## src/rtl/bs_pkg.sv

```systemverilog
// Shared constants and sizing helpers for the segmented boundary-scan register.
package bs_pkg;

  localparam int DEF_SEG_COUNT = 4;
  localparam int DEF_SEG_WIDTH = 8;

  // Width able to hold the longest path: every SIB plus every segment cell.
  function automatic int chain_len_w(input int seg_count, input int seg_width);
    return $clog2(seg_count * (seg_width + 1) + 1);
  endfunction

endpackage

```

## src/rtl/bs_cell.sv

```systemverilog
// One boundary-scan cell: a shift stage with hold/capture/shift mux and an update stage.
module bs_cell (
  input  logic clk,
  input  logic rst,
  input  logic active,
  input  logic capture_en,
  input  logic shift_en,
  input  logic update_en,
  input  logic pin,
  input  logic sin,
  output logic shift_q,
  output logic update_q
);

  // Capture wins over shift; an inactive cell holds both stages.
  always_ff @(posedge clk or posedge rst) begin
    if (rst) begin
      shift_q <= 1'b0;
    end else if (active) begin
      if (capture_en) begin
        shift_q <= pin;
      end else if (shift_en) begin
        shift_q <= sin;
      end
    end
  end

  always_ff @(posedge clk or posedge rst) begin
    if (rst) begin
      update_q <= 1'b0;
    end else if (active && update_en) begin
      update_q <= shift_q;
    end
  end

endmodule

```

## src/rtl/bs_bsr_sib.sv

```systemverilog
// Boundary-scan register split into segments, each gated into the scan path by a SIB.
module bs_bsr_sib
  import bs_pkg::*;
#(
  parameter int SEG_COUNT = DEF_SEG_COUNT,
  parameter int SEG_WIDTH = DEF_SEG_WIDTH
) (
  input  logic                                           ClockBR,
  input  logic                                           Rst,
  input  logic                                           CaptureBR,
  input  logic                                           ShiftBR,
  input  logic                                           UpdateBR,
  input  logic                                           ModeControl,
  input  logic                                           SIN,
  input  logic [SEG_COUNT*SEG_WIDTH-1:0]                 DIN,
  output logic [SEG_COUNT*SEG_WIDTH-1:0]                 DOUT,
  output logic                                           SOUT,
  output logic [SEG_COUNT-1:0]                           SegOpen,
  output logic [chain_len_w(SEG_COUNT, SEG_WIDTH)-1:0]   ChainLength
);

  localparam int NBITS = SEG_COUNT * SEG_WIDTH;
  localparam int LEN_W = chain_len_w(SEG_COUNT, SEG_WIDTH);

  logic [SEG_COUNT-1:0] sib_sh;
  logic [SEG_COUNT-1:0] sib_si;
  logic [NBITS-1:0]     seg_sh;
  logic [NBITS-1:0]     seg_up;
  logic [NBITS-1:0]     seg_si;

  genvar k, j;
  generate
    for (k = 0; k < SEG_COUNT; k++) begin : g_seg
      // A SIB is fed by the previous segment's tail when it is open, else by the previous SIB.
      if (k == 0) begin : g_head
        assign sib_si[k] = SIN;
      end else begin : g_link
        assign sib_si[k] = SegOpen[k-1] ? seg_sh[k*SEG_WIDTH-1] : sib_sh[k-1];
      end

      // The SIB recaptures its own update value so a capture never disturbs the path shape.
      bs_cell u_sib (
        .clk        (ClockBR),
        .rst        (Rst),
        .active     (1'b1),
        .capture_en (CaptureBR),
        .shift_en   (ShiftBR),
        .update_en  (UpdateBR),
        .pin        (SegOpen[k]),
        .sin        (sib_si[k]),
        .shift_q    (sib_sh[k]),
        .update_q   (SegOpen[k])
      );

      for (j = 0; j < SEG_WIDTH; j++) begin : g_bit
        if (j == 0) begin : g_first
          assign seg_si[k*SEG_WIDTH] = sib_sh[k];
        end else begin : g_next
          assign seg_si[k*SEG_WIDTH+j] = seg_sh[k*SEG_WIDTH+j-1];
        end

        bs_cell u_cell (
          .clk        (ClockBR),
          .rst        (Rst),
          .active     (SegOpen[k]),
          .capture_en (CaptureBR),
          .shift_en   (ShiftBR),
          .update_en  (UpdateBR),
          .pin        (DIN[k*SEG_WIDTH+j]),
          .sin        (seg_si[k*SEG_WIDTH+j]),
          .shift_q    (seg_sh[k*SEG_WIDTH+j]),
          .update_q   (seg_up[k*SEG_WIDTH+j])
        );
      end
    end
  endgenerate

  assign SOUT = SegOpen[SEG_COUNT-1] ? seg_sh[NBITS-1] : sib_sh[SEG_COUNT-1];
  assign DOUT = ModeControl ? seg_up : DIN;

  always_comb begin
    ChainLength = LEN_W'(SEG_COUNT);
    for (int i = 0; i < SEG_COUNT; i++) begin
      if (SegOpen[i]) begin
        ChainLength = ChainLength + LEN_W'(SEG_WIDTH);
      end
    end
  end

endmodule

```

## config.mk

```make
export PLATFORM = sky130hd
export DESIGN_NAME = bs_bsr_sib
export DESIGN_NICKNAME = d
export VERILOG_FILES = /design/src/rtl/bs_pkg.sv /design/src/rtl/bs_cell.sv /design/src/rtl/bs_bsr_sib.sv
export SDC_FILE = /design/constraint.sdc
export NUM_CORES = 1
export LEC_CHECK = 0
export CORE_MARGIN = 4
export CORE_UTILIZATION = 38
export DETAILED_ROUTE_END_ITERATION = 10
export GPL_TIMING_DRIVEN = 0
export PLACE_DENSITY_LB_ADDON = 0.12
export SYNTH_ARGS = -nofsm -noshare
export SYNTH_HDL_FRONTEND = slang
export SYNTH_SLANG_ARGS = --single-unit
```

## constraint.sdc

```tcl
create_clock -name ClockBR -period 3.1 [get_ports ClockBR]
set_input_delay 0.62 -clock ClockBR [delete_from_list [all_inputs] [get_ports ClockBR]]
set_output_delay 0.62 -clock ClockBR [all_outputs]
set_load 0.02 [all_outputs]
```

Yosys cells after proc, flatten, opt, wreduce, memory -nomap -nowiden

Cells that the tools add are included.

Output and inout bits: 43
Input port bits: 39
Logic and storage cells: 165
Register bits: 72

Reductions and logical operators: 9
$add $sub $neg: 3
Multiplexer cells: 81

Operator list:

| operator            | number |
|---|---|
| $mux 1              | 76 |
| $mux 32             | 1 |
| $add 6x4->6 const B | 3 |
| $mux 6              | 3 |
| $reduce_and 2->1    | 4 |
| $logic_and 1x1->1   | 4 |
| $mux 4              | 1 |
| $reduce_bool 2->1   | 1 |

Logic depth before layout (Yosys ltp)

Word-level depth: 7
Depth in mapped cells: 7
Depth with buffers taken out: 6

Modules after synthesis

From an unflattened synthesis, not the netlist that was laid out.

Cells, all modules: 420
Area total of the unflattened synthesis: 4732.0 µm²

By module, submodules not included:

| module     | times used | cells an instance | sequential area each (µm²) | area an instance (µm²) |
|---|---|---|---|---|
| bs_cell    | 36         | 10                | 50.0                       | 115.1 |
| bs_bsr_sib | 1          | 60                | 0.0                        | 588.1 |

Worst setup path before layout

OpenSTA, ideal clock, no wires.

Path type: register to output
Start point: register g_seg[1].u_sib.update_q
End point: output port ChainLength[5]
Slack: 0.695 ns
Cell stages (with the launch flop): 8
Path buffers: 1
Arrival: 1.785 ns
Data required time: 2.480 ns
Cells stage by stage: dfrtp_1 > buf_2 > inv_1 > ha_1 > xor2_1 > ha_1 > nand2_1 > xor2_1

Cells in the longest elaborated chain, start to end: 5

Ends and longest elaborated chain:

| item                     | RTL line         | text |
|---|---|---|
| start: declaration       | bs_cell.sv:12    | `output logic update_q` |
| start signal: assignment | bs_cell.sv:32    | `update_q <= shift_q;` |
| $mux 6 (*)               | bs_bsr_sib.sv:84 | `if (SegOpen[i]) begin` |
| $add 6x4->6              | bs_bsr_sib.sv:85 | `ChainLength = ChainLength + LEN_W'(SEG_WIDTH);` |
| $mux 6 (*)               | bs_bsr_sib.sv:84 |  |
| $add 6x4->6              | bs_bsr_sib.sv:85 |  |
| $mux 6 (*)               | bs_bsr_sib.sv:84 |  |
| end: declaration         | bs_bsr_sib.sv:19 | `output logic [chain_len_w(SEG_COUNT, SEG_WIDTH)-1:0] ChainLength` |

Mark *: on every way between the ends. The rest lies on a longest branch, timed or not.

Worst setup path after layout

Start point: register g_seg[0].u_sib.update_q
End point: output port ChainLength[4]

Cells in the longest elaborated chain, start to end: 7

Ends and longest elaborated chain:

| item                     | RTL line |
|---|---|
| start: declaration       | bs_cell.sv:12 |
| start signal: assignment | bs_cell.sv:32 |
| $mux 4 (*)               | bs_bsr_sib.sv:84 |
| $add 6x4->6              | bs_bsr_sib.sv:85 |
| $mux 6 (*)               | bs_bsr_sib.sv:84 |
| $add 6x4->6              | bs_bsr_sib.sv:85 |
| $mux 6 (*)               | bs_bsr_sib.sv:84 |
| $add 6x4->6              | bs_bsr_sib.sv:85 |
| $mux 6 (*)               | bs_bsr_sib.sv:84 |

Marks and branches as above.

==> results.txt <==
In this run the horizontal extent of the chip is 105 um. The largest total area in the synthesized netlist belongs to dfrtp_1. The congestion estimate from routability-driven global placement came to 0.737.

Post-synthesis async set-or-reset flop share: 1.00. For the worst setup path, the data required time is 2.48 ns. The run gives 82 as the number of I/O pins. The total count of hold-check failures in the final report was 0; the area of all placed cells without fillers was 4740 um2. Most instantiated flip-flop cell in the synthesis netlist: dfrtp_1. The global routing met2 resource utilization was 0.242; the largest buffer count on any clock path was 2. Setup violations remaining at the end of the flow were counted as 0.

The run finished with clean final reports. The region available for standard cell placement spans 9200 um2. The post-route non-filler standard cell count was 522; the number of distinct library cells after synthesis was 31. Clock tree synthesis found a total of 72 sinks. The fraction of power consumed by the clock network was 0.205. The synthesized design contains 72 register bits. The max-slew headroom at the worst pin was 0.660; the met1 usage was 0.232. After floorplanning, the core was divided into 35 placement rows. Slew at the pin with the worst max-slew slack: 0.506 ns. The kind of cell adding the most delay to the critical path was adder cells. The total half-perimeter wirelength after legalization and detailed placement was 5950 um.

The most frequent cell on the critical path is ha_1. The count of buffers added on input and output ports is 76. The tools report the initial antenna violation count as 0. Sorting the synthesized cells by how often they occur yields dfrtp_1, nand2_1, mux2_2, a32oi_1, buf_2. Dividing the detail-routed via count by the number of cells gives 5.15.

The worst path meets setup with 0.104 ns of slack. Dividing total power by cell area gives a power density of 790 nW/um2. In the routed design, unresolved DRC markers number 0.

The fraction of the core area covered by cells at the end of the flow was 0.515. The number of buffer and inverter stages on the critical path came out at 3. Sequential share of power: 0.419.

The number of enable flip-flop cells after synthesis was 0; the count of final max-slew check failures was 0. The clock reaches the later pin of the worst-skew pair after 0.34 ns. The detail route stage leaves a number of antenna-violating nets equal to 0. The run gives 8610 um as the total detailed-routing wirelength. The post-CTS clock slew at the launch and capture registers of the worst setup and hold paths is 0.08 ns.

The total global routing track utilization is 0.161, and the data arrival time of the critical path is 2.38 ns. The die covers 11000 um2. The die is 105 um tall.

CTS placed an instance of clkbuf_8 at the clock tree root. The detailed-route wire length per cell works out to 16.5 um. STA classifies the critical path startpoint as a flop. Entering global routing, the biggest net connects 57 pins.

The run gives 0 as the number of warnings issued by yosys. The worst setup path is of the reg2out kind. The number of placed instances, taps included, is 504.

Across the run, the number of max-cap violations was 0. Buffers inserted during clock tree synthesis total 9. Worst stage delay on the critical path: 0.38 ns.

Proportion of total power due to net switching: 0.334. The H-tree depth came out at 3. The cell area after technology mapping is 3570 um2. The worst register-to-register path has a setup slack of 1.70 ns. The first global-routing pass estimated 14200 um of wire. The net total in the final layout is 448.

Traced cell by cell, the critical path runs through buf_4 > inv_1 > ha_1 > xor2_2 > ha_1 > mux2_2 > dlygate4sd2_1. The area fraction of the dominant cell type after synthesis was 0.505; the sequential share of the synthesized area was 0.505. The total iterations of the first detailed-routing run is 4, and the peak fanout along the critical path is 10. The slowest stage of the critical path is the dfrtp_1 cell. In the synthesized netlist, the number of instances is 315.

For this run, the top clock speed supported by timing is 0.334 GHz. For the number of DRC markers after the initial detailed-route iteration, the log shows 118. Setup repair after global routing left no endpoint under its margin. The tools report the hold buffer count at cts as 0.

The logic gate share of total power came out at 0.376. The run gives 2.16 nW as the standby leakage power. The signed area change from the synthesized netlist to the final layout is 32.7%, and the internal power consumption is 2.49 mW. The leftover overflow at the end of global routing was 0; the number of inserted diodes was 0.

The tools report the post-place instance area as 4500 um2. Post-synthesis average cell area: 11.3 um2. The analysis attributes to net switching a power of 1.25 mW. Busiest layer in global routing: met2. The path class of the tightest hold or removal check is reg2reg. The period utilization is 0.966, and the placement-stage worst setup slack is 0.0513 ns. The sort of element at the end of the critical path was an output port. The effective utilization at floorplan was 0.388. The routed layout has 2687 vias. Clock skew on the completed layout was measured at 0.00965 ns. The most common cell in the synthesized netlist is dfrtp_1. After synthesis, the cell types taking the most area are dfrtp_1, mux2_2, nand2_1. The via count of the first global-routing pass was 2689. The global routing usage on met3 was 0.0327; the proportion of layout cells with a drive suffix above 1 was 0.273. Peak supply drop: 0.319 mV.

For the finished layout, the period the worst path requires is 3.00 ns. TritonCTS built the clock tree.
[state kept, by name, indices dropped and copies added (netlist names)]
signal / flops
g_seg.g_bit.u_cell.update_q: 32
g_seg.g_bit.u_cell.shift_q: 32
g_seg.u_sib.shift_q: 4
g_seg.u_sib.update_q: 4
[worst paths after layout]
kind / from / cells past startpoint / endpoint
worst max register to register: g_seg[0].u_sib.update_q / 3 / g_seg[0].g_bit[2].u_cell.update_q
max in group asynchronous: Rst / 3 / g_seg[2].u_sib.shift_q
min in group asynchronous: Rst / 2 / g_seg[0].g_bit[7].u_cell.update_q
worst min-delay path: g_seg[2].g_bit[4].u_cell.update_q / 1 / g_seg[2].g_bit[4].u_cell.update_q
worst max-delay path: g_seg[0].u_sib.update_q / 7 / ChainLength[4]
worst min register to register: g_seg[2].g_bit[4].u_cell.update_q / 1 / g_seg[2].g_bit[4].u_cell.update_q
[metal layers]
layer	share of wire	vias up
met4	0.014	0
met5	0	-
met1	0.48	1309
met2	0.45	76
li1	-	1292
met3	0.054	10
[cells by family after synthesis]
family	after synthesis	share of synthesized area
simple gates	84	0.0957
mux	73	0.228
flops	72	0.505
compound gates	46	0.103
buf+inv	32	0.0480
fa+ha+maj	3	0.0105
xor+xnor	3	0.00736
other cells	2	0.00210
[layout make-up]
| cell class | instances | area, um2 |
|---|---|---|
| fillers | 859 | 4460 |
| flip-flops and latches | 72 | 1800 |
| multi-input cells | 212 | 1610 |
| repair buffers | 79 | 801 |
| plain buffers | 27 | 158 |
| clock buffers | 12 | 155 |
| well taps | 111 | 139 |
| clock inverters | 4 | 52.6 |
| inverters | 5 | 21.3 |
[power groups by stage]
| stage | Sequential, mW | Clock, mW | Combinational, mW |
|---|---|---|---|
| CTS | 1.57 | 0.790 | 1.41 |
| floorplan | 1.51 | 0 | 0.932 |
| detailed placement | 1.59 | 0 | 1.41 |
| global route | 1.62 | 0.824 | 1.54 |
| finish | 1.57 | 0.768 | 1.41 |
| global placement | 1.58 | 0 | 1.38 |
[metrics by stage]
stage / total power, mW / hold slack [ns] / TNS, ns
after CTS: 3.77 / 0.503 / 0
after global routing: 3.99 / 0.518 / 0
after detailed placement: 3.00 / 0.486 / 0
after global placement: 2.96 / 0.481 / -48.34
after floorplan: 2.44 / 0.458 / 0
final: 3.74 / 0.503 / 0
[cell usage in the layout (no fill, tap or decap), types with 4 or more instances in the layout]
| master | Yosys | routed |
|---|---|---|
| dfrtp_1 | 72 | 71 |
| clkbuf_1 | 5 | 6 |
| nand2_1 | 70 | 70 |
| mux2i_1 | 5 | 5 |
| clkdlybuf4s50_1 | 0 | 74 |
| a32oi_1 | 29 | 29 |
| inv_1 | 5 | 4 |
| buf_4 | 7 | 11 |
| buf_2 | 14 | 12 |
| mux2_2 | 66 | 66 |
| clkbuf_8 | 0 | 11 |
| and2_1 | 4 | 4 |
[what timing repair did]
| action | 4_1_cts | 5_1_grt |
|---|---|---|
| gates cloned | 0 | 0 |
| hold endpoints to repair | 0 | 0 |
| pin swaps | 0 | 0 |
| endpoints found under the setup margin | 3 | 3 |
| resized for setup | 5 | 1 |
| buffers inserted | 0 | 2 |
Power figures use the tool's default switching activity.
